**config.mk**
```make
export PLATFORM = sky130hd
export DESIGN_NAME = addsub_pipe_32bit
export DESIGN_NICKNAME = d
export VERILOG_FILES = /design/src/rtl/addsub_pipe_32bit.sv
export SDC_FILE = /design/constraint.sdc
export NUM_CORES = 1
export LEC_CHECK = 0
export ABC_AREA = 1
export CORE_ASPECT_RATIO = 0.7
export CORE_MARGIN = 2
export CORE_UTILIZATION = 30
export CTS_CLUSTER_SIZE = 25
export DETAILED_ROUTE_END_ITERATION = 10
export SYNTH_ARGS = -nofsm -noshare
export SYNTH_HDL_FRONTEND = slang
export SYNTH_SLANG_ARGS = --single-unit
```
**constraint.sdc**
```tcl
create_clock -name clk -period 9.2 [get_ports clk]
set_clock_uncertainty 0.1 [all_clocks]
set_input_delay 1.38 -clock clk [delete_from_list [all_inputs] [get_ports clk]]
set_output_delay 1.38 -clock clk [all_outputs]
set_load 0.01 [all_outputs]
```
**src/rtl/addsub_pipe_32bit.sv**
```systemverilog
// addsub_pipe_32bit: 32-bit adder/subtractor feeding a 2-entry in-order
// output buffer with valid/ready handshakes on both sides.
// Optional feature: define ADDSUB_PIPE_FLAGS_EN to add the {ovf, neg, zero}
// flags port and per-entry flag storage.
module addsub_pipe_32bit (
  input  logic        clk,
  input  logic        rst_n,
  input  logic        in_valid,
  output logic        in_ready,
  input  logic        sel,
  input  logic [31:0] a,
  input  logic [31:0] b,
  output logic        out_valid,
  input  logic        out_ready,
  output logic [31:0] result,
  output logic        c_out,
`ifdef ADDSUB_PIPE_FLAGS_EN
  output logic [2:0]  flags,
`endif
  output logic [15:0] op_count
);

  localparam int DATA_W = 32;
  localparam int CNT_W  = 16;

  // Counter that sticks at all-ones instead of wrapping.
  function automatic logic [CNT_W-1:0] sat_inc(input logic [CNT_W-1:0] v);
    if (&v) return v;
    return v + 1'b1;
  endfunction

`ifdef ADDSUB_PIPE_FLAGS_EN
  // Signed overflow of x + y_eff (+cin): both operands share a sign and the
  // result sign differs. y_eff is already inverted for subtraction.
  function automatic logic ovf_detect(input logic signed [DATA_W-1:0] x,
                                      input logic signed [DATA_W-1:0] y_eff,
                                      input logic signed [DATA_W-1:0] r);
    return (x[DATA_W-1] == y_eff[DATA_W-1]) && (r[DATA_W-1] != x[DATA_W-1]);
  endfunction
`endif

  // ---- stage p0: operand arithmetic (combinational, at acceptance) ----
  logic [DATA_W-1:0]        b_eff_p0;
  logic [DATA_W:0]          sum_p0;
  logic signed [DATA_W-1:0] res_p0;
  logic                     cout_p0;
  logic                     vld_p0;

  // Two's-complement subtract is a + ~b + 1; sel doubles as the carry-in.
  always_comb begin
    b_eff_p0 = b ^ {DATA_W{sel}};
    sum_p0   = {1'b0, a} + {1'b0, b_eff_p0} + {{DATA_W{1'b0}}, sel};
    res_p0   = $signed(sum_p0[DATA_W-1:0]);
    cout_p0  = sum_p0[DATA_W];
  end

`ifdef ADDSUB_PIPE_FLAGS_EN
  logic [2:0] flags_p0;

  // Flags are computed alongside the sum so each entry carries its own.
  always_comb begin
    flags_p0 = {ovf_detect($signed(a), $signed(b_eff_p0), res_p0),
                res_p0[DATA_W-1],
                (res_p0 == '0)};
  end
`endif

  // ---- stage p1: 2-entry output buffer ----
  logic [1:0]               count;
  logic                     wr_ptr;
  logic                     rd_ptr;
  logic                     vld_p1;
  logic                     pop;
  logic signed [DATA_W-1:0] res_p1  [2];
  logic                     cout_p1 [2];
`ifdef ADDSUB_PIPE_FLAGS_EN
  logic [2:0]               flags_p1 [2];
`endif

  // in_ready depends only on registered occupancy, never on out_ready.
  assign in_ready = (count != 2'd2);
  assign vld_p0   = in_valid && in_ready;
  assign vld_p1   = (count != 2'd0);
  assign pop      = vld_p1 && out_ready;

  // Occupancy, pointers and op counter; reset discards every entry at once.
  always_ff @(posedge clk) begin
    if (!rst_n) begin
      count    <= 2'd0;
      wr_ptr   <= 1'b0;
      rd_ptr   <= 1'b0;
      op_count <= '0;
    end else begin
      case ({vld_p0, pop})
        2'b10:   count <= count + 2'd1;
        2'b01:   count <= count - 2'd1;
        default: count <= count;
      endcase
      if (vld_p0) begin
        wr_ptr   <= ~wr_ptr;
        op_count <= sat_inc(op_count);
      end
      if (pop) rd_ptr <= ~rd_ptr;
    end
  end

  // Entry storage is data only; occupancy decides whether it is meaningful.
  always_ff @(posedge clk) begin
    if (vld_p0 && rst_n) begin
      res_p1[wr_ptr]   <= res_p0;
      cout_p1[wr_ptr]  <= cout_p0;
`ifdef ADDSUB_PIPE_FLAGS_EN
      flags_p1[wr_ptr] <= flags_p0;
`endif
    end
  end

  // Head entry is shown only while the buffer holds something, so stale
  // storage never leaks out after a pop or a reset.
  always_comb begin
    out_valid = vld_p1;
    result    = vld_p1 ? res_p1[rd_ptr] : '0;
    c_out     = vld_p1 ? cout_p1[rd_ptr] : 1'b0;
`ifdef ADDSUB_PIPE_FLAGS_EN
    flags     = vld_p1 ? flags_p1[rd_ptr] : 3'b000;
`endif
  end

endmodule

```
==> summary.txt <==
Status
  – Status: completed

GRT
  – Gr ovfl total: 0
  – Initial antenna violation count: 0
  – Pin count of the biggest net entering global routing: 34
  – Vias in the first global route: ~5100
  – GRT Overall Usage: 15.40%
  – Global-route wire length before repair: about 26000 um

Place
  – DP HPWL: ~13000 um
  – Gpl congestion: 0.8943
  – Place WS: 5.115 ns
  – Port Buffer Count: about 120

Routing
  – Pre-antenna DRT Iters: 5
  – Final WL: 16220 um
  – Routed vias: ~5400
  – Remaining DRCs: 0
  – Drt wl/cell: 13.31 um
  – Via-per-instance ratio: about 4.5
  – DR iter-0 viols: around 360
  – Final ANT Viol Nets: 0

Power and ir drop
  – Power density over the cells: 183.6 nW/um^2
  – Tot Pwr: 1448 uW
  – Net Sw Frac: between 30% and 40%
  – Flop pwr share: between 30% and 40%
  – Clock power frac: a little over a quarter
  – P_int: 945.7 uW
  – Power share of the combinational group: 39.2%
  – Max VDD drop: ~84 uV
  – Leak: ~0.0034 uW
  – Switching power: about 500 uW

Clock tree
  – CTS max path bufs: 2
  – Clk root buf: clkbuf_16
  – Hold buffer count at CTS: 0
  – Clock sink total: 87
  – Worst-path clk slew: 0.06 ns
  – CTS tree: yes
  – H-tree levels: 3
  – Post-CTS sizing: 0
  – CTS buffer count: 9
  – Clock insertion delay at the later pin of the skew report: between 0.3 and 0.4 ns
  – Post-CTS Setup Inserts: 0

STA
  – Hold WS: roughly 0.35 ns
  – Max-slew violations: 0
  – RSZ-0062 raised after global routing: false
  – Max Fclk: about 0.25 GHz
  – Relative slew slack: a little under a quarter
  – Tmin final: slightly above 4 ns
  – # setup viols final: 0
  – PnR worst setup slack: between 5 and 6 ns
  – Worst-Margin Slew: between 1 and 1.5 ns
  – Fin crit share: between 40% and 50%
  – Final hold violations: 0
  – Setup_tns: 0 ns

Die
  – Row count: between 40 and 50
  – Die H: between 100 and 150 um
  – Core Region: 19850 sq um
  – Starting Density: 30.67%
  – Die span in x: ~170 um
  – Number of top-level pins: 120
  – Die Area: approximately 21000 sq um

Finish
  – Layout area overhead: 29.51%
  – Layout net count: between 1000 and 1500
  – Ant. Diodes: 0
  – Share of cells above drive strength 1: roughly 4%

Logic synthesis
  – Mean Syn Cell Area: 7.353 sq um
  – Ys Warns: 0
  – Post-synth EDFFs: 66
  – Post-synth top flop: edfxtp_1
  – Seq cells post-synth: between 80 and 90
  – Synth area leaders: edfxtp_1, nand2_1, ha_1
  – Yosys top cell area share: 32.55%
  – Seq/Total Area, Yosys: about two fifths
  – Gate Count Post-Synth: between 800 and 900
  – Top-count cell post-synth: nand2_1
  – Synth async-reset ratio: 0%
  – Synth top cells by count: nand2_1, inv_1, a21oi_1
  – Syn nets: around 930
  – Synth cell types: 31
  – Area leader, netlist: edfxtp_1
  – Cell Area, Synth: around 6100 sq um

Worst setup path
  – WP data required: 7.72 ns
  – Crit path max fanout: 33
  – Critical Path Sink Type: output port
  – Crit Path Category: reg -> out
  – Worst EP arrival: ~2.6 ns
  – Critical path startpoint category: flop

Run
  – Max-cap violations: 0

Hold path
  – Hold crit path type: reg -> reg
==> critical path, cell delays in order (launching register included) <==
cell and delay, ns:
dfxtp_1 0.31, inv_1 0.82, nand2_1 0.14, a21oi_1 0.34, clkdlybuf4s50_1 0.61
==> final cells by class <==
| type | instances | area [sq um] |
|---|---|---|
| clock buffer | 9 | 225.2 |
| clock inverter | 7 | 95.09 |
| fill | 2033 | 11970 |
| inverter | 114 | 427.9 |
| multi-input combinational | 609 | 3181 |
| sequential | 87 | 2402 |
| tap | 270 | 337.8 |
| timing repair buffer | 123 | 1216 |
==> final timing paths <==
path | endpoint | slack, ns | cells past startpoint | startpoint
setup reg to reg | count[1] | 6.95 | 11 | count[0]
hold reg to reg | flop | 0.35 | 1 | rd_ptr
setup / recovery | c_out | 5.15 | 4 | flop
hold / removal | flop | 0.35 | 1 | rd_ptr
==> metrics by stage <==
step	instances	area, sq um	utilization [%]
detailed placement	1203	7565	38.10
floorplan	828	6088	-
global placement	1203	7565	38.10
global route	1219	7885	39.72
finish	1219	7885	39.72
CTS	1219	7885	39.72
==> registers in the layout, summed over array words and instances (netlist names), named ones only <==
| name | count |
|---|---|
| count | 2 |
| cout_p1 | 2 |
| op_count | 16 |
| rd_ptr | 1 |
| res_p1 | 64 |
| wr_ptr | 1 |
==> kinds of logic after synthesis <==
kind of cell | synth area share [%]
adders and majority gates | 7.727
DFF | 39.46
and+or+nand+nor | 26.82
buffers and inverters | 8.467
AOI/OAI and AO/OA | 9.905
xor gates and xnor gates | 7.624
==> layer usage <==
layer | global-route usage, % | share of wire [%] | vias up | wire, um
met1 | 23.96 | 56 | 2399 | 9096
met4 | 3.466 | 0.55 | 0 | 89
met5 | 0 | 0 | - | 0
li1 | - | - | 2891 | -
met3 | 2.276 | 5.0 | 9 | 811
met2 | 22.20 | 38 | 138 | 6227
==> power groups by stage <==
stage / clock, uW / combinational [uW] / sequential [uW]
2_1_floorplan: 0 / 322 / 501
3_3_place_gp: 0 / 569 / 502
3_5_place_dp: 0 / 570 / 502
4_1_cts: 397 / 573 / 494
5_1_grt: 409 / 631 / 497
6_report: 387 / 567 / 494
==> cell usage in the layout (no fill, tap or decap), types with 2 or more instances in the layout <==
master           netlist  routed
dfxtp_1               21      21
clkbuf_16              0       9
buf_4                  0       4
nor3_2                 2       3
o21ai_0               26      26
inv_2                  2       2
nor3_1                10       9
bufinv_16              0       2
clkdlybuf4s50_1        0     118
inv_1                112     112
xor2_1                47      47
nand2_1              283     283
o21bai_1               4       4
and2_1                 2       2
nor2_1                60      58
o21ai_1                2       2
inv_6                  0       2
edfxtp_1              66      66
xnor2_1                6       6
nand4_1                4       4
nand3_2                4       4
ha_1                  36      36
nor2_2                 2       4
nand3_1               31      31
a21oi_1               83      83
Note: power is estimated with default switching activity, not from simulation.
